### src/rtl/ip_msxbus.sv
// MSX-50BUS slot front end: synchronizes the Z80 cartridge strobes and converts slot cycles into
// internal memory/I/O requests. Optional Z80 WAIT generation is enabled by IP_MSXBUS_WAIT_EN.
module ip_msxbus #(
   parameter int unsigned TIMEOUT = 10
) (
   input  logic        n_reset,
   input  logic        clk,
   input  logic        p_slot_n_sltsl,
   input  logic        p_slot_n_merq,
   input  logic        p_slot_n_iorq,
   input  logic        p_slot_n_rd,
   input  logic        p_slot_n_wr,
   input  logic [15:0] p_slot_address,
   input  logic [7:0]  p_slot_data_in,
   output logic [7:0]  p_slot_data_out,
   output logic        p_slot_data_oe,
   output logic        p_slot_n_wait,
   output logic [15:0] bus_address,
   output logic        bus_memory_read,
   output logic        bus_memory_write,
   output logic        bus_io_read,
   output logic        bus_io_write,
   output logic [7:0]  bus_write_data,
   input  logic        bus_read_ready,
   input  logic [7:0]  bus_read_data
);

   typedef enum logic [2:0] {StIdle, StRead, StHold, StWrite, StRelease} state_t;

   localparam logic [3:0] TimeoutCnt = 4'(TIMEOUT);
   // rd/wr synchronizers reset to "active" so a strobe held across reset never looks like a
   // fresh inactive-to-active transition; r_armed waits for both to be seen high first.
   localparam logic [4:0] SyncReset = 5'b11100;

   logic [4:0]  r_sync1, r_sync2;
   state_t      r_state, w_state_next;
   logic [3:0]  r_req, w_req_next;
   logic [15:0] r_addr, w_addr_next;
   logic [7:0]  r_wdata, w_wdata_next;
   logic [7:0]  r_dout, w_dout_next;
   logic        r_oe, w_oe_next;
   logic [3:0]  r_cnt, w_cnt_next, w_cnt_inc;
   logic        r_armed;

   logic w_sltsl_n, w_merq_n, w_iorq_n, w_rd_n, w_wr_n;
   logic w_mem, w_io, w_rd, w_wr;

   always_ff @(posedge clk or negedge n_reset) begin
      if (!n_reset) begin
         r_sync1 <= SyncReset;
         r_sync2 <= SyncReset;
      end else begin
         r_sync1 <= {p_slot_n_sltsl, p_slot_n_merq, p_slot_n_iorq, p_slot_n_rd, p_slot_n_wr};
         r_sync2 <= r_sync1;
      end
   end

   assign {w_sltsl_n, w_merq_n, w_iorq_n, w_rd_n, w_wr_n} = r_sync2;
   assign w_mem = ~w_sltsl_n & ~w_merq_n;
   assign w_io  = ~w_iorq_n & w_merq_n;
   assign w_rd  = ~w_rd_n & w_wr_n;
   assign w_wr  = ~w_wr_n & w_rd_n;
   assign w_cnt_inc = (r_cnt == 4'hF) ? r_cnt : r_cnt + 4'd1;

   always_ff @(posedge clk or negedge n_reset) begin
      if (!n_reset) begin
         r_state <= StIdle;
         r_req   <= '0;
         r_addr  <= '0;
         r_wdata <= '0;
         r_dout  <= '0;
         r_oe    <= 1'b0;
         r_cnt   <= '0;
         r_armed <= 1'b0;
      end else begin
         r_state <= w_state_next;
         r_req   <= w_req_next;
         r_addr  <= w_addr_next;
         r_wdata <= w_wdata_next;
         r_dout  <= w_dout_next;
         r_oe    <= w_oe_next;
         r_cnt   <= w_cnt_next;
         r_armed <= r_armed | (w_rd_n & w_wr_n);
      end
   end

   // Request bits: [3] mem read, [2] mem write, [1] io read, [0] io write.
   always_comb begin
      w_state_next = r_state;
      w_req_next   = r_req;
      w_addr_next  = r_addr;
      w_wdata_next = r_wdata;
      w_dout_next  = r_dout;
      w_oe_next    = r_oe;
      w_cnt_next   = r_cnt;
      unique case (r_state)
         StIdle: begin
            if (r_armed && (w_mem || w_io) && (w_rd || w_wr)) begin
               w_addr_next = p_slot_address;
               w_cnt_next  = '0;
               if (w_rd) begin
                  w_state_next = StRead;
                  w_req_next   = w_mem ? 4'b1000 : 4'b0010;
               end else begin
                  w_state_next = StWrite;
                  w_wdata_next = p_slot_data_in;
                  w_req_next   = w_mem ? 4'b0100 : 4'b0001;
               end
            end
         end
         StRead: begin
            w_cnt_next = w_cnt_inc;
            if (w_rd_n) begin
               w_state_next = StRelease;
            end else if (bus_read_ready) begin
               w_state_next = StHold;
               w_req_next   = '0;
               w_dout_next  = bus_read_data;
               w_oe_next    = 1'b1;
            end else if (w_cnt_inc >= TimeoutCnt) begin
               w_state_next = StHold;
               w_req_next   = '0;
            end
         end
         StHold: begin
            if (w_rd_n) w_state_next = StRelease;
         end
         StWrite: begin
            if (w_wr_n) w_state_next = StRelease;
         end
         StRelease: w_state_next = StIdle;
         default:   w_state_next = StIdle;
      endcase
      if (w_state_next == StRelease) begin
         w_req_next   = '0;
         w_oe_next    = 1'b0;
         w_addr_next  = '0;
         w_wdata_next = '0;
      end
   end

   assign p_slot_data_out  = r_dout;
   assign p_slot_data_oe   = r_oe;
   assign bus_address      = r_addr;
   assign bus_write_data   = r_wdata;
   assign bus_memory_read  = r_req[3];
   assign bus_memory_write = r_req[2];
   assign bus_io_read      = r_req[1];
   assign bus_io_write     = r_req[0];

`ifdef IP_MSXBUS_WAIT_EN
   // Gated by r_armed so a read left pending across reset cannot stall the Z80 forever.
   assign p_slot_n_wait = ~(n_reset & r_armed & ~p_slot_n_sltsl & ~p_slot_n_merq & ~p_slot_n_rd
                            & (r_state != StHold));
`else
   assign p_slot_n_wait = 1'b1;
`endif

endmodule

### config.mk
export PLATFORM = sky130hd
export DESIGN_NAME = ip_msxbus
export DESIGN_NICKNAME = d
export VERILOG_FILES = /design/src/rtl/ip_msxbus.sv
export SDC_FILE = /design/constraint.sdc
export NUM_CORES = 1
export LEC_CHECK = 0
export BUFFER_PORTS_ARGS = -buffer_cell sky130_fd_sc_hd__buf_4
export CAP_MARGIN = 40
export CELL_PAD_IN_SITES_DETAIL_PLACEMENT = 1
export CELL_PAD_IN_SITES_GLOBAL_PLACEMENT = 1
export CORE_MARGIN = 2
export CORE_UTILIZATION = 41
export DETAILED_ROUTE_END_ITERATION = 8
export PLACE_DENSITY = 0.85
export SLEW_MARGIN = 10
export SYNTH_ARGS = -nofsm -noshare
export SYNTH_HDL_FRONTEND = slang
export SYNTH_SLANG_ARGS = --single-unit
### constraint.sdc
create_clock -name clk -period 4.13 [get_ports clk]
set_input_delay 0.2065 -clock clk [delete_from_list [all_inputs] [get_ports clk]]
set_output_delay 0.2065 -clock clk [all_outputs]
set_load 0.02 [all_outputs]
==> metrics.cfg, run 1 <==
[run_status]
status = finished, final reports clean

[route]
drt-total-wl_mm = 5.51
drc = 0
drt-initial-drc-count = 31
firstDrtPassIters = 4
viasPerCell = 5.14
vias = 1790
postRouteAntennaNets = 0
post_drt_wl_per_cell_um = 15.8

[global_route]
antenna_found_initial = 0
grt.overflow.total = 0
grt_usage_pct = 18.3
grt_max_degree = 56
grt_pass1_vias = 1848
grt_pass1_wl_mm = 8.86

[timing]
final_hold_viol_count = 0
max_freq_mhz = 417
tns_ns = 0
skew_ns = 0.00673
max_slew_margin_pct = 47.4
finalSetupViolations = 0
slew_viol_final = 0
fin_crit_ns = 2.40
fin_crit_sh_pct = 58.1
tightest_slew_ns = 0.783
rsz0062_at_grt = false

[logic_synthesis]
async_flop_share_pct = 100
syn_inst = 193
yosys.area.top_type = dfrtp_1
netlist_top_cells_area = dfrtp_1 (53%), mux2i_1 (7.8%), dfstp_2 (6.9%)
syn-cell-area_um2 = 2300
synth_cell_types = 41
synth_edf_count = 0
postSynthAreaPerCell_um2 = 11.9
synth_seq_cells = 55
yosysTopAreaCellShare_pct = 53.3
ys_seq_area_share_pct = 60.1
yosysWarnings = 0
synth_fp_nets = 236
synthFlopType = dfrtp_1

[final_layout]
final_common_cell = buf_4
area_growth_pct = 33.3
nets = 318
final_cell_mix = buf_4 (77), dfrtp_1 (49), nor2_1 (23), mux2i_1 (18), a21oi_1 (10)
fillers = 624
drive_gt1_share_pct = 38.4
stdcell_area_um2 = 3070
diodes = 0

[critical_path]
critical-path-slowest-cell = or3_1
cp_top_family = simple AND/OR/NAND/NOR gates
worstSetupEndpoint = bus_write_data[5]
critPathBufInv = 2
worstSetupStartpoint = r_sync2[1]
cp_max_fo = 21
crit_type = reg2reg
arrival_ns = 2.58
cp.required_ns = 4.31
worst_r2r_path_depth = 7
r2r_slack_ns = 1.73
reg2reg_to = bus_write_data[5]
cp.depth = 7
reg2reg_from = r_sync2[1]
endpoint_kind = flop
max_stage_delay_ns = 0.48
worst_setup_path_start_kind = flop
worstPathCellList = inv_1 -> ha_1 -> or3b_4 -> or3_1 -> buf_4 -> o21ai_0 -> a21oi_1

[die]
rows = 27
chipHeight_um = 78.9
core_region_area_um2 = 5470
pin_count = 78
initial_utilization_pct = 42.0
die_x_um = 78.9
die_area_um2 = 6230

[clock_network]
cts_resized = 0
cts_setup_buffers = 0
cts_tree = done
cts_buffers = 5
htreeDepth = 2
ctsHoldBuffers = 6
path_clk_slew_ns = 0.10
clkSinkCount = 55
cts_buffer_depth = 2
clockRootBuffer = clkbuf_8
clk_latency_ns = 0.31

[job]
drv_cap = 0

[pwr]
peakVddDrop_uv = 258
p_leak_uw = 0.00158
p_per_area_nw_per_um2 = 649

[placement]
portBuffers = 76
dp_hpwl_mm = 3.86
placed_cell_area_um2 = 2910
place_congestion = 0.785

[hold_path]
hold_class = in2reg

[metrics by stage]
step | instances | setup slack, ns | total power [uW] | utilization (%) | hold WS (ns)
2_1_floorplan | 193 | 2.15 | 1340 | - | -0.0891
3_3_place_gp | 334 | 1.91 | 1660 | 53.2 | 0.294
3_5_place_dp | 334 | 1.78 | 1690 | 53.2 | 0.296
4_1_cts | 348 | 1.73 | 2010 | 56.0 | 0.121
5_1_grt | 348 | 1.60 | 2110 | 56.0 | 0.122
6_report | 348 | 1.73 | 1990 | 56.0 | 0.127
[final cells by class]
cell class                 count  area, um^2  share of cell area [%]
inverter                       5        18.8                   0.612
timing repair buffer          83         638                    20.8
clock buffer                   7        86.3                    2.82
tap                           72        90.1                    2.94
clock inverter                 1        8.76                   0.286
multi-input combinational    125         841                    27.4
sequential                    55        1380                    45.1
[worst reg2reg max path, cell delays in order, from the launching register on]
cell and delay [ns]:
dfrtp_1 0.44, inv_1 0.07, ha_1 0.27, or3b_4 0.39, or3_1 0.48, buf_4 0.31, o21ai_0 0.23, a21oi_1 0.10
[state kept, by name, indices dropped and copies added (netlist names)]
register / count
r_state: 3
bus_address: 16
r_req: 4
bus_write_data: 8
r_armed: 1
r_sync2: 5
p_slot_data_oe: 1
r_sync1: 5
r_cnt: 4
p_slot_data_out: 8
[worst min-delay path by stage]
stage	start	endpoint	cells past startpoint
2_1_floorplan	n_reset	bus_address[0]	0
3_3_place_gp	n_reset	r_cnt[1]	1
3_5_place_dp	n_reset	r_cnt[3]	1
4_1_cts	bus_read_data[1]	p_slot_data_out[1]	2
5_1_grt	bus_read_data[4]	p_slot_data_out[4]	2
6_report	bus_read_data[1]	p_slot_data_out[1]	2
[synth_stat cells (all sizes together) (2+ instances only)]
cell	instances
a21oi	10
mux2i	18
nor2b	3
or2	2
dfrtp	49
o21ai	9
or3b	2
dfstp	6
inv	5
buf	5
nor2	23
nand2b	2
nand2	10
a211oi	3
a31oi	2
nand3	7
o22ai	3
nor3	4
ha	3
clkbuf	3
mux2	9
[cell families after synthesis]
family	share of synthesized area, %
AOI/OAI and AO/OA	9.57
buffers and inverters	3.32
adders and majority gates	1.63
muxes	12.2
and+or+nand+nor	12.6
xor gates and xnor gates	0.381
DFF	60.1
other	0.163
[layer usage]
| layer | vias to the layer above | part of all wire, % | track usage, % |
|---|---|---|---|
| li1 | 835 | - | - |
| met3 | 7 | 6.1 | 4.66 |
| met5 | - | 0 | 0 |
| met4 | 0 | 1.1 | 4.66 |
| met1 | 892 | 41 | 21.5 |
| met2 | 56 | 51 | 33.5 |
[where the power goes]
part / internal, uW / total (uW) / switching, uW
logic: 378 / 847 / 469
clock network: 138 / 310 / 172
registers: 711 / 834 / 123
No activity file was read; power rests on OpenSTA's default activity.
==> inputs of run 2 (changes only) <==
--- a/config.mk
+++ b/config.mk
@@ -10,9 +10,9 @@
 export CELL_PAD_IN_SITES_DETAIL_PLACEMENT = 1
 export CELL_PAD_IN_SITES_GLOBAL_PLACEMENT = 1
 export CORE_MARGIN = 2
-export CORE_UTILIZATION = 41
+export CORE_UTILIZATION = 38
 export DETAILED_ROUTE_END_ITERATION = 8
-export PLACE_DENSITY = 0.85
+export PLACE_DENSITY = 0.79
 export SLEW_MARGIN = 10
 export SYNTH_ARGS = -nofsm -noshare
 export SYNTH_HDL_FRONTEND = slang
==> constraint.sdc (replaced) <==
create_clock -name clk -period 2.3 [get_ports clk]
set_input_delay 0.115 -clock clk [delete_from_list [all_inputs] [get_ports clk]]
set_output_delay 0.115 -clock clk [all_outputs]
set_load 0.02 [all_outputs]
==> run 2 against run 1 <==
  * Count of clock-buffer cells in the layout decreased by 1
  * Global-route usage shrank 1.1 points
  * Non-clock buffer count rose by 5
  * Clock skew increased by 0.00075 ns
  * Critical path depth is 1 lower
  * Clock power rose by 71%
==> metrics.cfg, run 2 (synthesized netlist as in run 1, its figures left out) <==
[run_status]
status = finished, final reports clean  ; unchanged

[final_layout]
area_growth_pct = 34.6  ; was 33.3%
instances_no_fill = 356  ; was 348
multi_input_area_um2 = 841  ; unchanged
nets = 323  ; was 318
utilization_pct = 52.6  ; was 56.0%
stdcell_area_um2 = 3100  ; was 3070 um^2
final_cell_mix = buf_4 (82), dfrtp_1 (49), nor2_1 (23), mux2i_1 (18), a21oi_1 (10)  ; was buf_4 (77), dfrtp_1 (49), nor2_1 (23), mux2i_1 (18), a21oi_1 (10)
diodes = 0  ; unchanged
seqCellArea_um2 = 1380  ; unchanged
largest_reg_flops = 16  ; unchanged
fillers = 671  ; was 624
final_common_cell = buf_4  ; unchanged
drive_gt1_share_pct = 39.5  ; was 38.4%

[timing]
max_slew_margin_pct = 54.6  ; was 47.4%
tns_ns = 0  ; unchanged
tightest_slew_ns = 0.681  ; was 0.783 ns
slew_viol_final = 0  ; unchanged
skew_ns = 0.00748  ; was 0.00673 ns
max_freq_mhz = 475  ; was 417 MHz
fin_crit_sh_pct = 91.6  ; was 58.1%
rsz0062_at_grt = false  ; unchanged
final_hold_viol_count = 0  ; unchanged
finalSetupViolations = 0  ; unchanged
fin_crit_ns = 2.11  ; was 2.40 ns

[critical_path]
max_stage_delay_ns = 0.43  ; was 0.48 ns
worst_setup_path_start_kind = flop  ; unchanged
worst_r2r_path_depth = 6  ; was 7
crit_type = reg2reg  ; unchanged
arrival_ns = 2.30  ; was 2.58 ns
endpoint_kind = flop  ; unchanged
cp_max_fo = 20  ; was 21
critical-path-slowest-cell = dfrtp_1  ; was or3_1
cp.required_ns = 2.49  ; was 4.31 ns
worstPathCellList = ha_1 -> or3b_4 -> or3_1 -> buf_4 -> o21ai_0 -> a21oi_1  ; was inv_1 -> ha_1 -> or3b_4 -> or3_1 -> buf_4 -> o21ai_0 -> a21oi_1

[global_route]
grt_pass1_wl_mm = 8.64  ; was 8.86 mm
antenna_found_initial = 0  ; unchanged
grt.overflow.total = 0  ; unchanged
grt_usage_pct = 17.2  ; was 18.3%
grt_pass1_vias = 1838  ; was 1848
grt_max_degree = 56  ; unchanged

[die]
pin_count = 78  ; unchanged
die_area_um2 = 6690  ; was 6230 um^2
die_x_um = 81.8  ; was 78.9 um
rows = 28  ; was 27
initial_utilization_pct = 39.1  ; was 42.0%
core_region_area_um2 = 5890  ; was 5470 um^2
chipHeight_um = 81.8  ; was 78.9 um

[clock_network]
clk_latency_ns = 0.31  ; about the same
cts_buffer_depth = 2  ; unchanged
clockRootBuffer = clkbuf_8  ; unchanged
path_clk_slew_ns = 0.09  ; was 0.10 ns
cts_buffers = 5  ; unchanged
cts_setup_buffers = 0  ; unchanged
cts_tree = done  ; unchanged
htreeDepth = 2  ; unchanged
clkSinkCount = 55  ; unchanged
cts_resized = 0  ; unchanged

[job]
drv_cap = 0  ; unchanged

[route]
viasPerCell = 5.00  ; was 5.14
firstDrtPassIters = 4  ; unchanged
drt-initial-drc-count = 46  ; was 31
post_drt_wl_per_cell_um = 15.3  ; was 15.8 um
postRouteAntennaNets = 0  ; unchanged
drc = 0  ; unchanged
drt-total-wl_mm = 5.46  ; was 5.51 mm
vias = 1780  ; was 1790

[pwr]
p_leak_uw = 0.00159  ; was 0.00158 uW
p_per_area_nw_per_um2 = 1150  ; was 649 nW/um^2
peakVddDrop_uv = 532  ; was 258 uV

[placement]
dp_hpwl_mm = 3.96  ; was 3.86 mm
placed_cell_area_um2 = 2950  ; was 2910 um^2
portBuffers = 76  ; unchanged
dp_cells = 342  ; was 334
place_congestion = 0.769  ; was 0.785

[hold_path]
hold_class = in2reg  ; unchanged
hold_path_depth = 2  ; unchanged

==> run 2: changes by cell type in the layout (fill, tap and decap cells not counted), sizes merged <==
cell      previous run  this run
clkbuf               7         6
clkinvlp             0         1
buf                 77        82
==> run 2: worst max-delay path, delay by kind of cell, from the launching register on <==
kind                       cells  cell delay [ns]
AOI/OAI and AO/OA              2             0.28
adders and majority gates      1             0.31
and+or+nand+nor                2             0.72
DFF                            1             0.43
buffers and inverters          1             0.25
==> run 2: final timing paths <==
kind / startpoint / endpoint / slack [ns]
worst min register to register: r_sync1[1] / r_sync2[1] / 0.36
min in group asynchronous: n_reset / p_slot_data_out[5] / 0.36
worst min-delay path: bus_read_data[0] / p_slot_data_out[0] / 0.03
max in group asynchronous: n_reset / r_req[2] / 1.46
worst max-delay path: r_sync2[0] / bus_write_data[7] / 0.19
worst max register to register: r_sync2[0] / bus_write_data[7] / 0.19
==> run 2: routing by layer <==
metal  vias to the layer above  wire, um  global-route usage, %
met5                         -         0                      0
met2                        59      2720                   29.8
met3                         7       332                   4.51
li1                        845         -                      -
met4                         0        68                   5.50
met1                       869      2340                   20.9
==> run 2: where the power goes <==
group	switching (uW)	internal, uW	leakage, uW	total (uW)
combinational	853	703	0.000862	1560
clock	316	214	0.0000412	530
sequential	214	1280	0.000691	1490
total	1380	2190	0.00159	3580
==> run 2: repair_timing <==
action | 4_1_cts | 5_1_grt
endpoints found under the setup margin | 0 | 0
endpoints found under the hold margin | 54 | 0
hold buffers | 6 | 0
==> run 2: metrics by stage <==
step                setup slack (ns)  total power [uW]  hold WS (ns)
CTS                            0.181              3620        0.0257
detailed placement             0.180              3080         0.200
floorplan                      0.324              2410        -0.181
global route                  0.0437              3820        0.0170
finish                         0.193              3580        0.0336
global placement               0.268              3010         0.199
==> run 2: final cells by class <==
cell class,count,area share (%)
inverter,5,0.606
multi-input combinational,125,27.1
clock buffer,6,2.34
timing repair buffer,88,21.8
clock inverter,2,0.404
tap,75,3.03
sequential,55,44.7
